<file path="config.mk">
export PLATFORM = sky130hd
export DESIGN_NAME = uart_receiver
export DESIGN_NICKNAME = d
export VERILOG_FILES = /design/src/rtl/uart_pkg.sv /design/src/rtl/uart_sync.sv /design/src/rtl/uart_receiver.sv
export SDC_FILE = /design/constraint.sdc
export NUM_CORES = 1
export LEC_CHECK = 0
export BUFFER_PORTS_ARGS = -buffer_cell sky130_fd_sc_hd__buf_2
export CORE_MARGIN = 4
export CORE_UTILIZATION = 30
export DETAILED_ROUTE_END_ITERATION = 12
export GPL_TIMING_DRIVEN = 0
export SETUP_SLACK_MARGIN = 0.3
export SLEW_MARGIN = 15
export SYNTH_ARGS = -nofsm -noshare
export SYNTH_HDL_FRONTEND = slang
export SYNTH_SLANG_ARGS = --single-unit
export TNS_END_PERCENT = 20
</file>
<file path="constraint.sdc">
create_clock -name clk -period 4.8 [get_ports clk]
set_input_delay 0.24 -clock clk [delete_from_list [all_inputs] [get_ports clk]]
set_output_delay 0.24 -clock clk [all_outputs]
set_load 0.03 [all_outputs]
</file>
<file path="src/rtl/uart_pkg.sv">
// uart_pkg: definitions shared by the UART receiver and transmitter.
//   - uart_state_e   : receiver FSM states
//   - STOP_*         : stop_sel encodings, common to both ends of a link
//   - MIN_COMP       : smallest clocks-per-bit value that lets a frame start
//   - DATA_BITS      : data bits per frame
//   - two_stop_bits(): true when a stop_sel value asks for two checked stop bits
package uart_pkg;

  typedef enum logic [1:0] {
    ST_IDLE  = 2'd0,
    ST_START = 2'd1,
    ST_DATA  = 2'd2,
    ST_STOP  = 2'd3
  } uart_state_e;

  localparam logic [1:0] STOP_1     = 2'd0;
  localparam logic [1:0] STOP_1P5   = 2'd1;
  localparam logic [1:0] STOP_2     = 2'd2;
  localparam logic [1:0] STOP_2_ALT = 2'd3;

  localparam logic [15:0] MIN_COMP  = 16'd8;
  localparam int unsigned DATA_BITS = 8;

  // 1.5 stop bits only has its first full stop bit checked, so it behaves like 1.
  function automatic logic two_stop_bits(input logic [1:0] sel);
    logic two;
    case (sel)
      STOP_2, STOP_2_ALT: two = 1'b1;
      STOP_1, STOP_1P5:   two = 1'b0;
      default:            two = 1'b0;
    endcase
    return two;
  endfunction

endpackage

</file>
<file path="src/rtl/uart_sync.sv">
// uart_sync: two-flop synchronizer for an asynchronous serial line.
// Resets to 1 so an idle (high) line does not look like a start edge
// right after reset.
//   clk   in  clock
//   reset in  synchronous, active-high
//   d     in  asynchronous input
//   q     out synchronized output
module uart_sync (
  input  logic clk,
  input  logic reset,
  input  logic d,
  output logic q
);

  logic meta_r;

  // Two-stage capture of the asynchronous line
  always_ff @(posedge clk) begin
    if (reset) begin
      meta_r <= 1'b1;
      q      <= 1'b1;
    end else begin
      meta_r <= d;
      q      <= meta_r;
    end
  end

endmodule

</file>
<file path="src/rtl/uart_receiver.sv">
// uart_receiver: 8N1-style serial receiver with valid/ack hand-off.
//   clk       in   clock
//   reset     in   synchronous, active-high
//   comp      in   clocks per bit (values below MIN_COMP keep the block idle)
//   stop_sel  in   stop-bit select (see uart_pkg STOP_* encodings)
//   rec_en    in   receiver enable; low aborts any frame in progress
//   uart_rx   in   serial line, idle high, asynchronous
//   rx_data   out  last received byte
//   rx_valid  out  rx_data holds an unread byte
//   rx_ack    in   consumer takes the byte
//   frame_err out  a checked stop bit of the held byte was low
//   overrun   out  one-cycle pulse when an unread byte is overwritten
//   busy      out  a frame is in progress
module uart_receiver
  import uart_pkg::*;
(
  input  logic        clk,
  input  logic        reset,
  input  logic [15:0] comp,
  input  logic [1:0]  stop_sel,
  input  logic        rec_en,
  input  logic        uart_rx,
  output logic [7:0]  rx_data,
  output logic        rx_valid,
  input  logic        rx_ack,
  output logic        frame_err,
  output logic        overrun,
  output logic        busy
);

  logic        rx_sync_s;
  logic        rx_prev_r;
  logic        fall_s;
  uart_state_e state_r;
  uart_state_e state_next_s;
  logic [15:0] cnt_r;
  logic [15:0] limit_s;
  logic        last_s;
  logic [15:0] comp_r;
  logic        two_stop_r;
  logic [2:0]  bit_cnt_r;
  logic        stop_cnt_r;
  logic        stop_err_r;
  logic [7:0]  shift_r;
  logic        cnt_clr_s;
  logic        start_s;
  logic        shift_s;
  logic        stop_chk_s;
  logic        deliver_s;

  uart_sync u_sync (
    .clk   (clk),
    .reset (reset),
    .d     (uart_rx),
    .q     (rx_sync_s)
  );

  assign fall_s = rx_prev_r & ~rx_sync_s;

  // START waits half a bit to land in the middle of the start bit.
  assign limit_s = (state_r == ST_START) ? {1'b0, comp_r[15:1]} : comp_r;
  assign last_s  = (cnt_r == (limit_s - 16'd1));

  // Edge-detector history
  always_ff @(posedge clk) begin
    if (reset) begin
      rx_prev_r <= 1'b1;
    end else begin
      rx_prev_r <= rx_sync_s;
    end
  end

  // FSM state register
  always_ff @(posedge clk) begin
    if (reset) begin
      state_r <= ST_IDLE;
    end else begin
      state_r <= state_next_s;
    end
  end

  // Next-state and per-cycle control strobes
  always_comb begin
    state_next_s = state_r;
    cnt_clr_s    = 1'b0;
    start_s      = 1'b0;
    shift_s      = 1'b0;
    stop_chk_s   = 1'b0;
    deliver_s    = 1'b0;
    if (!rec_en) begin
      state_next_s = ST_IDLE;
      cnt_clr_s    = 1'b1;
    end else begin
      case (state_r)
        ST_IDLE: begin
          cnt_clr_s = 1'b1;
          if (fall_s && (comp >= MIN_COMP)) begin
            state_next_s = ST_START;
            start_s      = 1'b1;
          end else begin
            state_next_s = ST_IDLE;
          end
        end
        ST_START: begin
          if (last_s) begin
            cnt_clr_s = 1'b1;
            // A high line mid start bit was a glitch, not a frame.
            if (!rx_sync_s) begin
              state_next_s = ST_DATA;
            end else begin
              state_next_s = ST_IDLE;
            end
          end else begin
            state_next_s = ST_START;
          end
        end
        ST_DATA: begin
          if (last_s) begin
            cnt_clr_s = 1'b1;
            shift_s   = 1'b1;
            if (bit_cnt_r == 3'(DATA_BITS - 1)) begin
              state_next_s = ST_STOP;
            end else begin
              state_next_s = ST_DATA;
            end
          end else begin
            state_next_s = ST_DATA;
          end
        end
        ST_STOP: begin
          if (last_s) begin
            cnt_clr_s  = 1'b1;
            stop_chk_s = 1'b1;
            if (!two_stop_r || stop_cnt_r) begin
              state_next_s = ST_IDLE;
              deliver_s    = 1'b1;
            end else begin
              state_next_s = ST_STOP;
            end
          end else begin
            state_next_s = ST_STOP;
          end
        end
        default: begin
          state_next_s = ST_IDLE;
          cnt_clr_s    = 1'b1;
        end
      endcase
    end
  end

  // Baud counter
  always_ff @(posedge clk) begin
    if (reset || cnt_clr_s) begin
      cnt_r <= 16'd0;
    end else begin
      cnt_r <= cnt_r + 16'd1;
    end
  end

  // Per-frame settings, frozen at frame start so mid-frame changes are ignored
  always_ff @(posedge clk) begin
    if (reset) begin
      comp_r     <= 16'd0;
      two_stop_r <= 1'b0;
    end else if (start_s) begin
      comp_r     <= comp;
      two_stop_r <= two_stop_bits(stop_sel);
    end
  end

  // Bit/stop counters, shift register and stop-error accumulation
  always_ff @(posedge clk) begin
    if (reset || start_s || !rec_en) begin
      bit_cnt_r  <= 3'd0;
      stop_cnt_r <= 1'b0;
      stop_err_r <= 1'b0;
    end else begin
      if (shift_s) begin
        bit_cnt_r <= bit_cnt_r + 3'd1;
      end
      if (stop_chk_s) begin
        stop_cnt_r <= 1'b1;
        if (!rx_sync_s) begin
          stop_err_r <= 1'b1;
        end
      end
    end
  end

  // LSB arrives first, so each bit enters at the top and moves down.
  always_ff @(posedge clk) begin
    if (reset) begin
      shift_r <= 8'd0;
    end else if (shift_s) begin
      shift_r <= {rx_sync_s, shift_r[7:1]};
    end
  end

  // Consumer-facing holding registers; a new byte takes priority over an ack
  always_ff @(posedge clk) begin
    if (reset) begin
      rx_data   <= 8'd0;
      rx_valid  <= 1'b0;
      frame_err <= 1'b0;
      overrun   <= 1'b0;
    end else begin
      overrun <= 1'b0;
      if (deliver_s) begin
        rx_data   <= shift_r;
        rx_valid  <= 1'b1;
        frame_err <= stop_err_r | ~rx_sync_s;
        overrun   <= rx_valid & ~rx_ack;
      end else if (rx_valid && rx_ack) begin
        rx_valid  <= 1'b0;
        frame_err <= 1'b0;
      end
    end
  end

  // Busy flag follows the state the FSM is heading into
  always_ff @(posedge clk) begin
    if (reset) begin
      busy <= 1'b0;
    end else begin
      busy <= (state_next_s != ST_IDLE);
    end
  end

endmodule

</file>
# Word-level counts from Yosys, hierarchy flattened
# Cells that the tools add are included.
[classes]
bitwise_logic = 6
n_mux = 28
addsub = 3
n_reduce_logical = 17
order_cmp = 1
n_eq_ne = 8
[ops]
columns = ["op", "count"]
rows = [
  ["two-way mux 1 bit", 18],
  ["adder 16 x 1 -> 16 bit, second input constant", 1],
  ["equality test 16 bit", 1],
  [">= comparator 16 x 4 -> 1 bit, second input constant", 1],
  ["two-way mux 16 bit", 1],
  ["subtractor 16 x 1 -> 16 bit, second input constant", 1],
  ["two-way mux 2 bit", 6],
  ["equality test 2 bit, second input constant", 4],
  ["one-hot mux 2 bit (4 select lines)", 1],
  ["OR reduction 2 bit", 3],
  ["equality test 2 x 1 -> 1 bit, second input constant", 2],
  ["zero test 2 bit", 2],
  ["logical OR 1 bit", 4],
  ["one-hot mux 1 bit (2 select lines)", 2],
  ["nonzero test 2 bit", 2],
  ["adder 3 x 1 -> 3 bit, second input constant", 1],
  ["equality test 3 bit, second input constant", 1],
  ["NOT 1 bit", 3],
  ["OR reduction 3 bit", 1],
  ["AND 1 bit", 2],
  ["logical AND 1 bit", 2],
  ["zero test 1 bit", 2],
  ["AND reduction 2 bit", 1],
  ["bitwise OR 1 bit", 1],
]
[word_totals]
wordCells = 79
regBits = 63
input_bits = 23

# Depth between registers and ports, before layout
[logic_depth]
ltp_word = 9
mapped_depth = 17

# Cells and area by module
# From an unflattened synthesis, not the netlist that was laid out.
[unflattened]
cells_unflattened = 386
area_unflattened_um2 = 3422.0
[by_module_without_submodules]
columns = ["module", "instances", "area_per_inst_um2", "seq_area_each_um2", "cells_per_inst"]
rows = [
  ["uart_receiver", 1, 3369.5, 1221.2, 382],
  ["uart_sync", 1, 52.6, 40.0, 4],
]

# Worst setup path after synthesis
# No wires, ideal clock.
[synth_timing]
kind = "reg2reg"
start = "register state_r[1]"
end = "register shift_r[1]"
path_buffers = 4
arrival_ns = 3.697
slack_ns = 0.975
path_stages_with_launch = 16
setup_ns = 0.128
required_ns = 4.672
synth_period_minus_slack_ns = 3.825
cell_sequence = "dfxtp_1 buf_2 nor2b_1 buf_2 buf_2 mux2i_1 ha_1 or3b_1 a211o_1 a2111o_1 nor3_2 o2111ai_4 nor4b_4 buf_6 mux2i_1 nor2_1"
[synth_between]
elab_chain_cells = 7
elab_cells_between_ends = 8
cone_classes = "1 x add/sub; 3 x eq/ne; 4 x mux"
[synth_rtl]
columns = ["element", "line", "rtl"]
rows = [
  ["from (decl)", "uart_receiver.sv:34", "uart_state_e state_r;"],
  ["from (signal assigned)", "uart_receiver.sv:78", "state_r <= state_next_s;"],
  ["equality test 2 x 1 -> 1 bit", "uart_receiver.sv:61", "assign limit_s = (state_r == ST_START) ? {1'b0, comp_r[15:1]} : comp_r;"],
  ["two-way mux 16 bit", "uart_receiver.sv:61", ""],
  ["subtractor 16 x 1 -> 16 bit", "uart_receiver.sv:62", "assign last_s = (cnt_r == (limit_s - 16'd1));"],
  ["equality test 16 bit", "uart_receiver.sv:62", ""],
  ["two-way mux 1 bit", "uart_receiver.sv:118", "if (last_s) begin"],
  ["two-way mux 1 bit *", "uart_receiver.sv:94", "case (state_r)"],
  ["two-way mux 1 bit *", "uart_receiver.sv:90", "if (!rec_en) begin"],
  ["to (signal assigned)", "uart_receiver.sv:196", "shift_r <= {rx_sync_s, shift_r[7:1]};"],
  ["to (decl)", "uart_receiver.sv:44", "logic [7:0] shift_r;"],
]
# Mark *: on every way between the ends. The rest lies on a longest branch, timed or not.
# A chain may end at the register's enable or synchronous reset.

# Worst setup path after layout
# Same ends and word-level chain as after synthesis.

==> run metrics <==
outcome=finished, final reports clean; io pins=35; vias in the first global route=2,711; FP Rows=38; initial core utilization=31.1%; fin area=4060 um2; Die H=115 um; DIE AREA=13,200 um2; Clk Latency, worst-skew pair=330 ps; max cap viols=0; pin count of the biggest net entering global routing=11; Setup crit start kind=flop; Area contributors post-synth=dfxtp_1 (37%), mux2i_1 (13%), nor2_1 (6.0%); R2R Setup Slk=560 ps; placed cell count=547; clk root buf=clkbuf_16; Final Cycle Share=88.4%; post-DR wirelength/cell=13.8 um; reg2reg path depth=15; Yosys warnings=0; Remaining DRCs=0; initial antenna violation count=0; Critical Path Sink Type=flop; Antenna Nets Post-Route=0; synthesized area per cell=9.13 um2; biggest fanout along the worst timing path=10; Post-Synthesis Cells=374; layout cells sized above 1=19.6%; fill count=1,133; register area share after synthesis=36.9%; hold_sp=uart_rx; Die X=115 um; final worst setup slack=557 ps; endpoints failing setup=0; core area=11,000 um2; synthesized cell area=3420 um2; reg2reg end=shift_r[1]$_SDFFE_PP0P_; GPL Wtd Cong=0.864; Final min period=4240 ps; Top FF cell, synth=dfxtp_1; Hold WC Path Type=in -> reg; CTS H-tree depth=3; Clock Sinks=63; DP Wirelength=5.82 mm; final hold vios=0; PnR Total Power=1.23 mW; count leader, synth=dfxtp_1; clock-pin slew on the worst setup and hold paths=50 ps; total gr overflow=0; Worst R2R Start=state_r[1]$_SDFF_PP0_; pwr dens=302 nW/um2; Peak Freq=236 MHz; routed vias=2,764; WS Path Type=reg -> reg; nets@finish=446; WP data arrival=4440 ps; hold endpoint=u_sync.meta_r$_SDFF_PP1_; gr usage total=12.3%; Pre-antenna DRT Iters=4; Synth Register Bits=63; Synth Net Count=401; TritonCTS clock tree=built; top post-synthesis cells by count=dfxtp_1 (63), nor2_1 (55), mux2i_1 (45), xnor2_1 (23), nand2_1 (17); Cell Area, Placed=3760 um2; Worst Hold Depth=2; unrepaired setup endpoints after global routing=true; Yosys top cell area share=36.9%; fin cells=564; largest area contributor in the netlist=dfxtp_1; Final Slew Violations=0; Iter 0 DRT Violations=151; fin util=37.0%; Max VDD drop=0.138 mV; hold slack=98.4 ps; Total Neg Setup Slack=0 ps; first-pass GRT wire length=12.9 mm; CTS buffer count=9; critical path data required time=5000 ps; Avg Vias per Cell=4.90; Async SR Flop Fraction=0%; final wirelength=7.77 mm; dpl ws=486 ps; ANT cells=0; Worst-Margin Slew=773 ps; Post-synth EDFFs=0; Port Buffers=33; Yosys cell types=59; worst clock skew=4.02 ps; synthesis-to-layout area growth=19.0%; CTS max path bufs=2; Slew HR=48.5%; Leakage=1.52 nW
flip-flops by register name (all words and copies together), names as in the netlist:
register       cells
u_sync.q           1
overrun            1
two_stop_r         1
busy               1
stop_cnt_r         1
rx_data            8
frame_err          1
cnt_r             16
u_sync.meta_r      1
rx_valid           1
comp_r            16
shift_r            8
stop_err_r         1
bit_cnt_r          3
state_r            2
rx_prev_r          1
final cells by class:
type | count | area, um2 | share of cell area [%]
clock buffer | 13 | 260 | 6.40
multi-input combinational | 282 | 2020 | 49.8
timing repair buffer | 34 | 173 | 4.25
clock inverter | 3 | 17.5 | 0.431
inverter | 9 | 33.8 | 0.831
sequential | 63 | 1260 | 31.0
tap | 140 | 175 | 4.31
buffer | 20 | 120 | 2.96
logic make-up after synthesis:
| group | after synthesis | share of synthesized area [%] |
|---|---|---|
| compound gates | 45 | 9.60 |
| flops | 63 | 36.9 |
| mux | 45 | 13.2 |
| xor+xnor | 36 | 9.23 |
| simple gates | 152 | 25.2 |
| fa+ha+maj | 4 | 1.47 |
| buf+inv | 29 | 4.36 |
timing repair:
action,CTS,global route
resized for setup,0,6
hold buffers,0,0
setup endpoints to repair,0,26
setup buffers,0,1
cell usage in the layout, fill, tap and decap left out, drive strengths merged, types with 3 or more instances in the layout:
master,n
nor2,66
dfxtp,63
mux2i,45
buf,43
clkbuf,24
xnor2,23
nand2,17
xor2,13
a21oi,11
nand2b,10
inv,9
nand3,9
o21ai,9
nor3,8
nor4,7
a211oi,6
nand4,6
nor3b,5
or2,4
ha,4
or3,3
worst max-delay path, cell delays in order, from the launching register on:
cell	delay [ps]
dfxtp_1	290
buf_2	170
nor2b_1	110
buf_2	230
buf_4	240
mux2i_2	270
ha_1	240
or3b_1	420
a211o_1	360
a2111o_1	450
nor3_2	260
o2111ai_4	230
nor4b_4	370
buf_6	210
mux2i_1	220
nor2_1	60
routing by layer:
| metal | global-route usage, % | vias to the layer above | wire length (um) |
|---|---|---|---|
| li1 | - | 1407 | - |
| met1 | 14.5 | 1299 | 3440 |
| met2 | 20.9 | 48 | 3860 |
| met3 | 4.07 | 10 | 370 |
| met4 | 4.23 | 0 | 96 |
| met5 | 0 | - | 0 |
worst max path at each step:
| stage | start | end | slack (ps) | cells after the start |
|---|---|---|---|---|
| global route | state_r[1]$_SDFF_PP0_ | shift_r[1]$_SDFFE_PP0P_ | 280 | 15 |
| floorplan | state_r[1]$_SDFF_PP0_ | shift_r[1]$_SDFFE_PP0P_ | 980 | 15 |
| global placement | state_r[1]$_SDFF_PP0_ | shift_r[6]$_SDFFE_PP0P_ | 550 | 16 |
| finish | state_r[1]$_SDFF_PP0_ | shift_r[1]$_SDFFE_PP0P_ | 560 | 15 |
| detailed placement | state_r[1]$_SDFF_PP0_ | shift_r[1]$_SDFFE_PP0P_ | 490 | 16 |
| CTS | state_r[1]$_SDFF_PP0_ | shift_r[1]$_SDFFE_PP0P_ | 460 | 16 |
power by group:
group          switching, mW  total [mW]  internal, mW
sequential           0.00492       0.533         0.528
combinational         0.0525      0.0948        0.0423
clock                  0.225       0.600         0.376
total                  0.282        1.23         0.946
(Power assumes the default switching activity.)
